[config.mk]
export PLATFORM = sky130hd
export DESIGN_NAME = commit_perf_monitor_flat
export DESIGN_NICKNAME = d
export VERILOG_FILES = /design/src/rtl/commit_perf_monitor_if.sv /design/src/rtl/commit_perf_monitor.sv /design/src/flat_wrapper.sv
export SDC_FILE = /design/constraint.sdc
export NUM_CORES = 1
export LEC_CHECK = 0
export ABC_CLOCK_PERIOD_IN_PS = 5600
export CORE_ASPECT_RATIO = 1.25
export CORE_MARGIN = 2
export CORE_UTILIZATION = 48
export CTS_BUF_LIST = sky130_fd_sc_hd__clkbuf_4 sky130_fd_sc_hd__clkbuf_8 sky130_fd_sc_hd__clkbuf_16
export CTS_CLUSTER_SIZE = 10
export DETAILED_ROUTE_END_ITERATION = 10
export PLACE_DENSITY_LB_ADDON = 0.15
export SLEW_MARGIN = 30
export SYNTH_ARGS = -nofsm -noshare
export SYNTH_HDL_FRONTEND = slang
export SYNTH_SLANG_ARGS = --single-unit
[constraint.sdc]
create_clock -name clk -period 5.6 [get_ports clk]
set_clock_uncertainty 0.15 [all_clocks]
set_input_delay 0.56 -clock clk [delete_from_list [all_inputs] [get_ports clk]]
set_output_delay 0.56 -clock clk [all_outputs]
set_load 0.02 [all_outputs]
[src/rtl/commit_perf_monitor_if.sv]
`default_nettype none
// ============================================================================
// Module   : commit_perf_monitor_if
// Purpose  : Retire/commit bus observed by the commit performance monitor.
//            One strobe, sequence number and instruction word per lane.
// Ports    : valid [CHANNELS]      per-lane commit strobe
//            order [CHANNELS][64]  per-lane commit sequence number
//            inst  [CHANNELS][32]  per-lane committed instruction word
// Modports : master (drives the bus), slave (observes the bus)
// Revision : 1.0 - initial release
// ============================================================================
interface commit_perf_monitor_if #(
  parameter int CHANNELS = 2
);
  logic [CHANNELS-1:0]        valid;
  logic [CHANNELS-1:0][63:0]  order;
  logic [CHANNELS-1:0][31:0]  inst;

  modport master (output valid, output order, output inst);
  modport slave  (input  valid, input  order, input  inst);
endinterface
`default_nettype wire

[src/rtl/commit_perf_monitor.sv]
`default_nettype none
// ============================================================================
// Module   : commit_perf_monitor
// Purpose  : Counts cycles and committed instructions over the whole run or
//            over a marker-delimited segment, detects halt, and flags commit
//            ordering, lane packing, watchdog and post-halt errors.
// Ports    : clk        in   sole clock, rising edge
//            rst_n      in   synchronous active-low reset
//            bus        in   commit bus (slave modport)
//            halt       out  sticky, halt instruction committed
//            seg_active out  in SEGMENT state
//            seg_done   out  in DONE state
//            cycle_cnt  out  cycles in current window (saturating)
//            inst_cnt   out  commits in current window (saturating)
//            errcode    out  sticky: [0] order, [1] packing, [2] watchdog,
//                            [3] commit after halt
//            error      out  OR of errcode
// Revision : 1.0 - initial release
// ============================================================================
module commit_perf_monitor #(
  parameter int CHANNELS    = 2,
  parameter int CNT_W       = 64,
  parameter int WDOG_CYCLES = 10000
) (
  input  wire logic             clk,
  input  wire logic             rst_n,
  commit_perf_monitor_if.slave  bus,
  output logic                  halt,
  output logic                  seg_active,
  output logic                  seg_done,
  output logic [CNT_W-1:0]      cycle_cnt,
  output logic [CNT_W-1:0]      inst_cnt,
  output logic [3:0]            errcode,
  output logic                  error
);

  typedef enum logic [1:0] {
    S_TOTAL   = 2'd0,
    S_SEGMENT = 2'd1,
    S_DONE    = 2'd2,
    S_HALTED  = 2'd3
  } state_t;

  localparam logic [31:0]      c_INST_HALT_A = 32'h0000_0063;
  localparam logic [31:0]      c_INST_HALT_B = 32'h0000_006F;
  localparam logic [31:0]      c_INST_HALT_C = 32'hF000_2013;
  localparam logic [31:0]      c_INST_START  = 32'h0010_2013;
  localparam logic [31:0]      c_INST_STOP   = 32'h0020_2013;
  localparam logic [CNT_W-1:0] c_CNT_MAX     = {CNT_W{1'b1}};
  localparam logic [31:0]      c_IDLE_MAX    = 32'hFFFF_FFFF;
  localparam logic [31:0]      c_WDOG        = 32'(WDOG_CYCLES);

  state_t      r_state;
  logic [63:0] r_exp_order;
  logic [31:0] r_idle;

  function automatic logic is_halt(input logic [31:0] ins);
    return (ins == c_INST_HALT_A) || (ins == c_INST_HALT_B) || (ins == c_INST_HALT_C);
  endfunction

  logic [CHANNELS-1:0] w_eff;
  logic                w_halt_hit;
  logic [3:0]          w_eff_cnt;
  logic                w_order_err;
  logic                w_pack_err;
  logic                w_any_valid;
  logic                w_wdog_hit;
  logic [CHANNELS-1:0] w_valid_p1;
  state_t              w_mode;
  state_t              w_state_next;
  logic                w_zero;
  logic                w_tick;
  logic [3:0]          w_lanes;
  logic [CNT_W-1:0]    w_cyc_base;
  logic [CNT_W-1:0]    w_inst_base;
  logic [CNT_W:0]      w_cyc_sum;
  logic [CNT_W+3:0]    w_inst_sum;
  logic [CNT_W-1:0]    w_cyc_next;
  logic [CNT_W-1:0]    w_inst_next;
  logic [31:0]         w_idle_next;
  logic [63:0]         w_exp_next;
  logic [3:0]          w_err_next;
  logic                w_halt_next;

  // Effective lanes: valid lanes in index order, stopping after the first
  // halt. Each effective lane i must carry expected_order + i.
  always_comb begin
    w_eff       = '0;
    w_halt_hit  = 1'b0;
    w_eff_cnt   = '0;
    w_order_err = 1'b0;
    for (int i = 0; i < CHANNELS; i++) begin
      if (bus.valid[i] && !w_halt_hit) begin
        w_eff[i]  = 1'b1;
        w_eff_cnt = w_eff_cnt + 4'd1;
        if (bus.order[i] != r_exp_order + 64'(i)) begin
          w_order_err = 1'b1;
        end
        if (is_halt(bus.inst[i])) begin
          w_halt_hit = 1'b1;
        end
      end
    end
  end

  // Walk effective lanes in order, applying markers as they appear.
  // w_zero: a start marker rebased the window; w_lanes: commits counted
  // since the last rebase; w_tick: this cycle adds to cycle_cnt.
  always_comb begin
    w_mode  = r_state;
    w_zero  = 1'b0;
    w_tick  = (r_state == S_TOTAL) || (r_state == S_SEGMENT);
    w_lanes = '0;
    for (int i = 0; i < CHANNELS; i++) begin
      if (w_eff[i]) begin
        if (bus.inst[i] == c_INST_START) begin
          w_mode  = S_SEGMENT;
          w_zero  = 1'b1;
          w_lanes = '0;
          w_tick  = 1'b0;
        end else if ((w_mode == S_TOTAL) || (w_mode == S_SEGMENT)) begin
          w_lanes = w_lanes + 4'd1;
          if (bus.inst[i] == c_INST_STOP) begin
            // Stop closes the window including this cycle, even when a
            // start earlier in the same cycle had cleared the tick.
            w_mode = S_DONE;
            w_tick = 1'b1;
          end
        end
      end
    end
    w_cyc_base  = w_zero ? '0 : cycle_cnt;
    w_inst_base = w_zero ? '0 : inst_cnt;
    w_cyc_sum   = {1'b0, w_cyc_base} + {{CNT_W{1'b0}}, w_tick};
    w_cyc_next  = w_cyc_sum[CNT_W] ? c_CNT_MAX : w_cyc_sum[CNT_W-1:0];
    w_inst_sum  = {4'b0000, w_inst_base} + {{CNT_W{1'b0}}, w_lanes};
    w_inst_next = (|w_inst_sum[CNT_W+3:CNT_W]) ? c_CNT_MAX : w_inst_sum[CNT_W-1:0];
  end

  always_comb begin
    w_any_valid = |bus.valid;
    // A run starting at lane 0 has the form 0..01..1; adding one then
    // shares no set bit with the original pattern.
    w_valid_p1  = bus.valid + CHANNELS'(1);
    w_pack_err  = |(w_valid_p1 & bus.valid);
    w_idle_next = w_any_valid ? '0 :
                  ((r_idle == c_IDLE_MAX) ? r_idle : r_idle + 32'd1);
    w_wdog_hit  = (WDOG_CYCLES != 0) && (r_state != S_HALTED) && (w_idle_next >= c_WDOG);

    w_err_next   = errcode;
    w_halt_next  = halt;
    w_state_next = r_state;
    w_exp_next   = r_exp_order;
    if (r_state == S_HALTED) begin
      // Commits after halt are only flagged, never checked or counted.
      if (w_any_valid) begin
        w_err_next[3] = 1'b1;
      end
    end else begin
      w_err_next[0] = errcode[0] | w_order_err;
      w_err_next[1] = errcode[1] | w_pack_err;
      w_exp_next    = r_exp_order + 64'(w_eff_cnt);
      if (w_halt_hit) begin
        w_state_next = S_HALTED;
        w_halt_next  = 1'b1;
      end else begin
        w_state_next = w_mode;
      end
    end
    if (w_wdog_hit) begin
      w_err_next[2] = 1'b1;
    end
  end

  always_ff @(posedge clk) begin
    if (!rst_n) begin
      r_state     <= S_TOTAL;
      r_exp_order <= '0;
      r_idle      <= '0;
      halt        <= 1'b0;
      seg_active  <= 1'b0;
      seg_done    <= 1'b0;
      cycle_cnt   <= '0;
      inst_cnt    <= '0;
      errcode     <= '0;
      error       <= 1'b0;
    end else begin
      r_state     <= w_state_next;
      r_exp_order <= w_exp_next;
      r_idle      <= w_idle_next;
      halt        <= w_halt_next;
      seg_active  <= (w_state_next == S_SEGMENT);
      seg_done    <= (w_state_next == S_DONE);
      if (r_state != S_HALTED) begin
        cycle_cnt <= w_cyc_next;
        inst_cnt  <= w_inst_next;
      end
      errcode     <= w_err_next;
      error       <= |w_err_next;
    end
  end

endmodule
`default_nettype wire

[src/flat_wrapper.sv]
// flat-port wrapper written by rule: the top's interface ports become plain ports
module commit_perf_monitor_flat 
#(
  parameter int CHANNELS    = 2,
  parameter int CNT_W       = 64,
  parameter int WDOG_CYCLES = 10000
)
  (clk, rst_n, halt, seg_active, seg_done, cycle_cnt, inst_cnt, errcode, error, bus_valid, bus_order, bus_inst);
  commit_perf_monitor_if #(.CHANNELS(CHANNELS)) bus_i ();
  input  wire logic clk;
  input  wire logic rst_n;
  output logic halt;
  output logic seg_active;
  output logic seg_done;
  output logic [CNT_W-1:0] cycle_cnt;
  output logic [CNT_W-1:0] inst_cnt;
  output logic [3:0] errcode;
  output logic error;
  input wire logic [$bits(bus_i.valid)-1:0] bus_valid;
  input wire logic [$bits(bus_i.order)-1:0] bus_order;
  input wire logic [$bits(bus_i.inst)-1:0] bus_inst;
  assign bus_i.valid = bus_valid;
  assign bus_i.order = bus_order;
  assign bus_i.inst = bus_inst;
  commit_perf_monitor #(.CHANNELS(CHANNELS), .CNT_W(CNT_W), .WDOG_CYCLES(WDOG_CYCLES)) u_core (.clk(clk), .rst_n(rst_n), .bus(bus_i), .halt(halt), .seg_active(seg_active), .seg_done(seg_done), .cycle_cnt(cycle_cnt), .inst_cnt(inst_cnt), .errcode(errcode), .error(error));
endmodule
# Yosys cells after proc, flatten, opt, wreduce, memory -nomap -nowiden
# Cells that the tools add are included.
dict set report totals {
  reg_bits 234
  out_inout_bits 136
  word_cells 107
}
dict set report classes {
  add_sub_neg 8
  magnitude_cmp 1
  eq_ne 19
  mux 49
  bitwise 4
  reduce_logical 16
}
# op n
set ops {}
lappend ops {{2-to-1 mux 64 bit} 4}
lappend ops {{== test 32 x 7 -> 1 bit, second input constant} 4}
lappend ops {{inequality test 64 bit} 2}
lappend ops {{== test 32 bit, second input constant} 3}
lappend ops {{adder 64 x 1 -> 65 bit} 1}
lappend ops {{adder 64 x 4 -> 65 bit} 1}
lappend ops {{adder 64 x 1 -> 64 bit, second input constant} 1}
lappend ops {{adder 64 x 4 -> 64 bit} 1}
lappend ops {{== test 32 x 21 -> 1 bit, second input constant} 2}
lappend ops {{== test 32 x 22 -> 1 bit, second input constant} 2}
lappend ops {{2-to-1 mux 32 bit} 2}
lappend ops {{adder 32 x 1 -> 32 bit, second input constant} 1}
lappend ops {{greater-or-equal comparator 32 x 14 -> 1 bit, second input constant} 1}
lappend ops {{2-to-1 mux 1 bit} 26}
lappend ops {{2-to-1 mux 4 bit} 6}
lappend ops {{2-to-1 mux 2 bit} 11}
lappend ops {{OR reduction 4 bit} 2}
lappend ops {{== test 2 x 1 -> 1 bit, second input constant} 3}
lappend ops {{logical OR 1 bit} 6}
lappend ops {{adder 4 x 1 -> 4 bit, second input constant} 1}
lappend ops {{== test 2 bit, second input constant} 2}
lappend ops {{logical NOT 2 bit} 2}
lappend ops {{OR reduction 2 bit} 2}
lappend ops {{adder 1 x 1 -> 2 bit, second input constant} 1}
lappend ops {{other kinds (8)} 10}

# Logic depth before layout (Yosys ltp)
dict set report depth {
  depth_word 13
  mapped_depth 21
  ltp_nobuf 19
}

# Worst setup path after synthesis
# No wires, ideal clock.
dict set report synth_path {
  path_kind {input -> register}
  start {input port bus_inst[29]}
  end {register u_core.inst_cnt[62]}
  setup_ns 0.132
  t_arrival_ns 5.092
  slack_ns 0.225
  path_stages 20
  n_path_buf 1
  path_cell_list {or4_1 -> or3_1 -> or4_4 -> o21ai_0 -> ha_1 -> nand3_1 -> o31ai_1 -> ha_1 -> inv_1 -> fa_1 -> and3b_1 -> nand4_1 -> nor2_1 -> and2_1 -> nand3_1 -> or4b_1 -> clkbuf_1 -> o31a_1 -> o21ai_0 -> a21oi_1}
}
dict set report synth_via {
  elab_chain_len 13
}
# element line
set synth_lines {}
lappend synth_lines {{from (decl)} flat_wrapper.sv:21} ;# input wire logic [$bits(bus_i.inst)-1:0] bus_inst;
lappend synth_lines {{== test 32 x 22 -> 1 bit / == test 32 x 7 -> 1 bit (equally long branches)} {commit_perf_monitor.sv:123, commit_perf_monitor.sv:58}}
lappend synth_lines {{2-to-1 mux 2 bit / logical OR 1 bit (equally long branches)} {commit_perf_monitor.sv:123, commit_perf_monitor.sv:58}}
lappend synth_lines {{2-to-1 mux 2 bit / logical OR 1 bit (equally long branches)} {commit_perf_monitor.sv:121, commit_perf_monitor.sv:58}}
lappend synth_lines {{2-to-1 mux 2 bit / 2-to-1 mux 1 bit (equally long branches)} {commit_perf_monitor.sv:116, commit_perf_monitor.sv:99}}
lappend synth_lines {{2-to-1 mux 2 bit / 2-to-1 mux 1 bit (equally long branches)} {commit_perf_monitor.sv:115, commit_perf_monitor.sv:93}}
lappend synth_lines {{== test 2 x 1 -> 1 bit (tied with other cells)} commit_perf_monitor.sv:121} ;# end else if ((w_mode == S_TOTAL) || (w_mode == S_SEGMENT)) begin
lappend synth_lines {{logical OR 1 bit / logical AND 1 bit (equally long branches)} {commit_perf_monitor.sv:121, commit_perf_monitor.sv:93}}
lappend synth_lines {{2-to-1 mux 4 bit / 2-to-1 mux 1 bit (equally long branches)} {commit_perf_monitor.sv:121, commit_perf_monitor.sv:93}}
lappend synth_lines {{2-to-1 mux 4 bit / 2-to-1 mux 1 bit (equally long branches)} {commit_perf_monitor.sv:116, commit_perf_monitor.sv:115}}
lappend synth_lines {{2-to-1 mux 4 bit / 2-to-1 mux 64 bit (equally long branches)} {commit_perf_monitor.sv:115, commit_perf_monitor.sv:133}}
lappend synth_lines {{adder 64 x 4 -> 65 bit *} commit_perf_monitor.sv:136} ;# w_inst_sum = {4'b0000, w_inst_base} + {{CNT_W{1'b0}}, w_lanes};
lappend synth_lines {{OR reduction 4 bit} commit_perf_monitor.sv:137} ;# w_inst_next = (|w_inst_sum[CNT_W+3:CNT_W]) ? c_CNT_MAX : w_inst_sum[CNT_W-1:0];
lappend synth_lines {{2-to-1 mux 64 bit *} commit_perf_monitor.sv:137}
lappend synth_lines {{to (signal assigned)} commit_perf_monitor.sv:196} ;# inst_cnt <= w_inst_next;
lappend synth_lines {{to (decl)} commit_perf_monitor.sv:32} ;# output logic [CNT_W-1:0] inst_cnt,
# Mark *: on every way between the ends. The rest lies on a longest branch, timed or not.
# A chain may end at the register's enable or synchronous reset.

# Worst setup path in the final report
dict set report layout_path {
  start {input port bus_inst[29]}
  end {register u_core.inst_cnt[54]}
}
# The elaborated chain is that of the path after synthesis.

==> flow_metrics.env <==
export IMPL_syn_nets=2387
export IMPL_rsz0062_at_grt="no"
export IMPL_synthArstFlopShare=0
export IMPL_crit_fanout=5
export IMPL_drt_first_pass_iters=6
export IMPL_grt_usage=0.341
export IMPL_layout_common_cells="331 x clkdlybuf4s50_1, 234 x dfxtp_1, 221 x nor2_1, 190 x nand2_1, 188 x o21ai_0"
export IMPL_dpl_hpwl_um=45700
export IMPL_crit_type="primary input to register"
export IMPL_hold_viol_final=0
export IMPL_die_h_um=209
export IMPL_die_x_um=168
export IMPL_slew_viol_final=0
export IMPL_wl_per_cell_um=21.4
export IMPL_clockBufferDepth=3
export IMPL_yosysSeqAreaShare=0.289
export IMPL_fin_hold_ws_ns=0.350
export IMPL_cts_resized=0
export IMPL_post_route_period_util=0.947
export IMPL_syn_inst=2179
export IMPL_end_kind="register"
export IMPL_synth_top_area_frac=0.289
export IMPL_cts_buffers=28
export IMPL_leakage_nw=6.75
export IMPL_nNetsFinal=2690
export IMPL_power_density_mw_per_mm2=182
export IMPL_cts_root_buf="clkbuf_16"
export IMPL_required_ns=5.93
export IMPL_grt_pass1_vias=17600
export IMPL_fillers=3070
export IMPL_clock_latency_ns=0.57
export IMPL_grt_pass1_wl_um=96500
export IMPL_routed_wl_um=62300
export IMPL_placeableCoreArea_mm2=0.0334
export IMPL_core_rowCount=75
export IMPL_drc=0
export IMPL_cp_slowest_cell="or4_1"
export IMPL_io_buffers=331
export IMPL_ys_top_cells_by_area="dfxtp_1 29%, xnor2_1 9.8%, o21ai_0 5.8%"
export IMPL_grt_max_degree=130
export IMPL_fin_util=0.625
export IMPL_grt_overflow=0
export IMPL_finalPower_mw=3.79
export IMPL_routabilityCongestion=0.953
export IMPL_maxCapViolations=0
export IMPL_setup_violations=0
export IMPL_synthDistinctLibCells=87
export IMPL_run_status="complete, no violations"
export IMPL_layout_commonest_cell="clkdlybuf4s50_1"
export IMPL_start_util=0.485
export IMPL_ys_warn_count=0
export IMPL_syn_to_final_growth_pct=28.9
export IMPL_max_stage_delay_ns=0.59
export IMPL_ir_drop_mv=0.231
export IMPL_synth_area_mm2=0.0162
export IMPL_tightest_slew_ns=0.936
export IMPL_layout_min_cycle_time_ns=5.30
export IMPL_yosysTopAreaCell="dfxtp_1"
export IMPL_path_clk_slew_ns=0.06
export IMPL_tritoncts="done"
export IMPL_drt_iter0_drc=1426
export IMPL_pre_cts_slack_ns=-0.324
export IMPL_ys_flop_type="dfxtp_1"
export IMPL_vias=18000
export IMPL_cp_arrival_ns=5.63
export IMPL_hp_class="register to register"
export IMPL_drt_vias_per_instance=6.18
export IMPL_layout_drive_gt1_share=0.0771
export IMPL_slew_headroom=0.371
export IMPL_layout_setup_ws_ns=0.297
export IMPL_start_kind="primary input"
export IMPL_ant_nets=0
export IMPL_synth_edf_count=0
export IMPL_cp_cell_sequence="clkdlybuf4s50_1, or4_1, or3_1, or4_4, o21ai_0, ha_1, nand3_1, o31ai_1, ha_1, inv_1, fa_1, and3b_2, nand4_1, nor2_1, and2_1, nand3_1, or4b_4, buf_4, o21ai_0, a21oi_1, nor3_1"
export IMPL_dieArea_mm2=0.0353
export IMPL_fin_setup_tns_ns=0
export IMPL_cts_setup_buffers=0
export IMPL_fmax_mhz=189
export IMPL_antenna_found_initial=0
export IMPL_ctsHoldBuffers=0
export IMPL_cts_num_sinks=234
export IMPL_io_pins=332
export IMPL_ys_ff_latch=234
export IMPL_antenna_cells=0
export IMPL_syn_avg_cell_area_um2=7.44
export IMPL_htree_levels=1
==> worst max-delay path, delay by kind of cell <==
| family | cells | cell delay, ns |
|---|---|---|
| AOI/OAI and AO/OA | 4 | 0.42 |
| adders and majority gates | 3 | 0.82 |
| buffers and inverters | 3 | 0.63 |
| and+or+nand+nor | 11 | 3.19 |
==> stage by stage <==
step | instances | cell area, um^2
global placement | 2875 | 20100
global route | 2912 | 20900
finish | 2912 | 20900
floorplan | 2179 | 16200
CTS | 2912 | 20900
detailed placement | 2875 | 20100
==> state kept, by name, summed over array words and instances, names as in the netlist, 2 cells and up <==
name / flops
u_core.r_exp_order: 64
u_core.r_idle: 32
u_core.cycle_cnt: 64
u_core.r_state: 2
u_core.inst_cnt: 64
u_core.errcode: 4
==> layer usage <==
metal / global-route usage / vias to the layer above / routed length (um)
li1: - / 8487 / -
met1: 0.412 / 8479 / 24500
met2: 0.572 / 856 / 29100
met3: 0.0745 / 176 / 5590
met4: 0.169 / 0 / 3120
met5: 0 / - / 0
==> final cells by class <==
class	instances	area, um^2	share of cell area
clock buffers	36	816	0.0391
repair buffers	430	4090	0.196
clock inverters	1	5.00	0.000240
inverters	24	92.6	0.00443
well taps	423	529	0.0253
multi-input cells	1764	10700	0.511
flip-flops and latches	234	4680	0.224
==> cell families after synthesis <==
family / Yosys count / synth area share
AND/OR/NAND/NOR: 1021 / 0.337
flip-flops: 234 / 0.289
buffers and inverters: 181 / 0.0556
adder cells (fa/ha/maj): 12 / 0.0102
multiplexers: 8 / 0.00502
XOR/XNOR: 243 / 0.131
AO/OA/AOI/OAI: 480 / 0.172
==> cell usage after synthesis (5+ instances only) <==
master / n
and3_1: 39
o211ai_1: 7
nand3b_1: 5
or3_1: 28
nand4b_1: 10
a31oi_1: 24
or2_2: 8
inv_1: 23
a21oi_1: 166
clkbuf_1: 75
buf_6: 7
nor4b_1: 5
nand2b_1: 10
or4_1: 11
o31ai_1: 10
nor3b_1: 15
a2111oi_0: 5
ha_1: 10
clkbuf_8: 7
mux2i_1: 7
a41oi_1: 5
nand3_1: 92
a311oi_1: 5
dfxtp_1: 234
nand4_1: 119
nor2b_1: 14
xor2_1: 61
nor3_1: 97
and4_1: 23
nand2_1: 191
buf_4: 9
o41ai_1: 5
buf_2: 48
buf_1: 9
a211oi_1: 13
a21o_1: 7
nor3_2: 6
nor4_1: 59
nor2_1: 222
and2_1: 31
o21ai_0: 188
xnor2_1: 182
==> report_power, final <==
group	internal, mW	switching, mW	leakage [nW]
Clock	0.995	0.721	0.409
Sequential	1.68	0.0214	1.89
Combinational	0.213	0.166	4.46
Total	2.88	0.909	6.75
==> final timing paths <==
kind                           from                   end  slack (ns)  cells past startpoint
max                    bus_inst[29]   u_core.inst_cnt[54]        0.30                     21
min reg2reg    u_core.cycle_cnt[27]  u_core.cycle_cnt[27]        0.35                      2
max reg2reg  u_core.r_exp_order[34]          u_core.error        1.43                      8
min            u_core.cycle_cnt[27]  u_core.cycle_cnt[27]        0.35                      2
No activity file was read; power rests on OpenSTA's default activity.
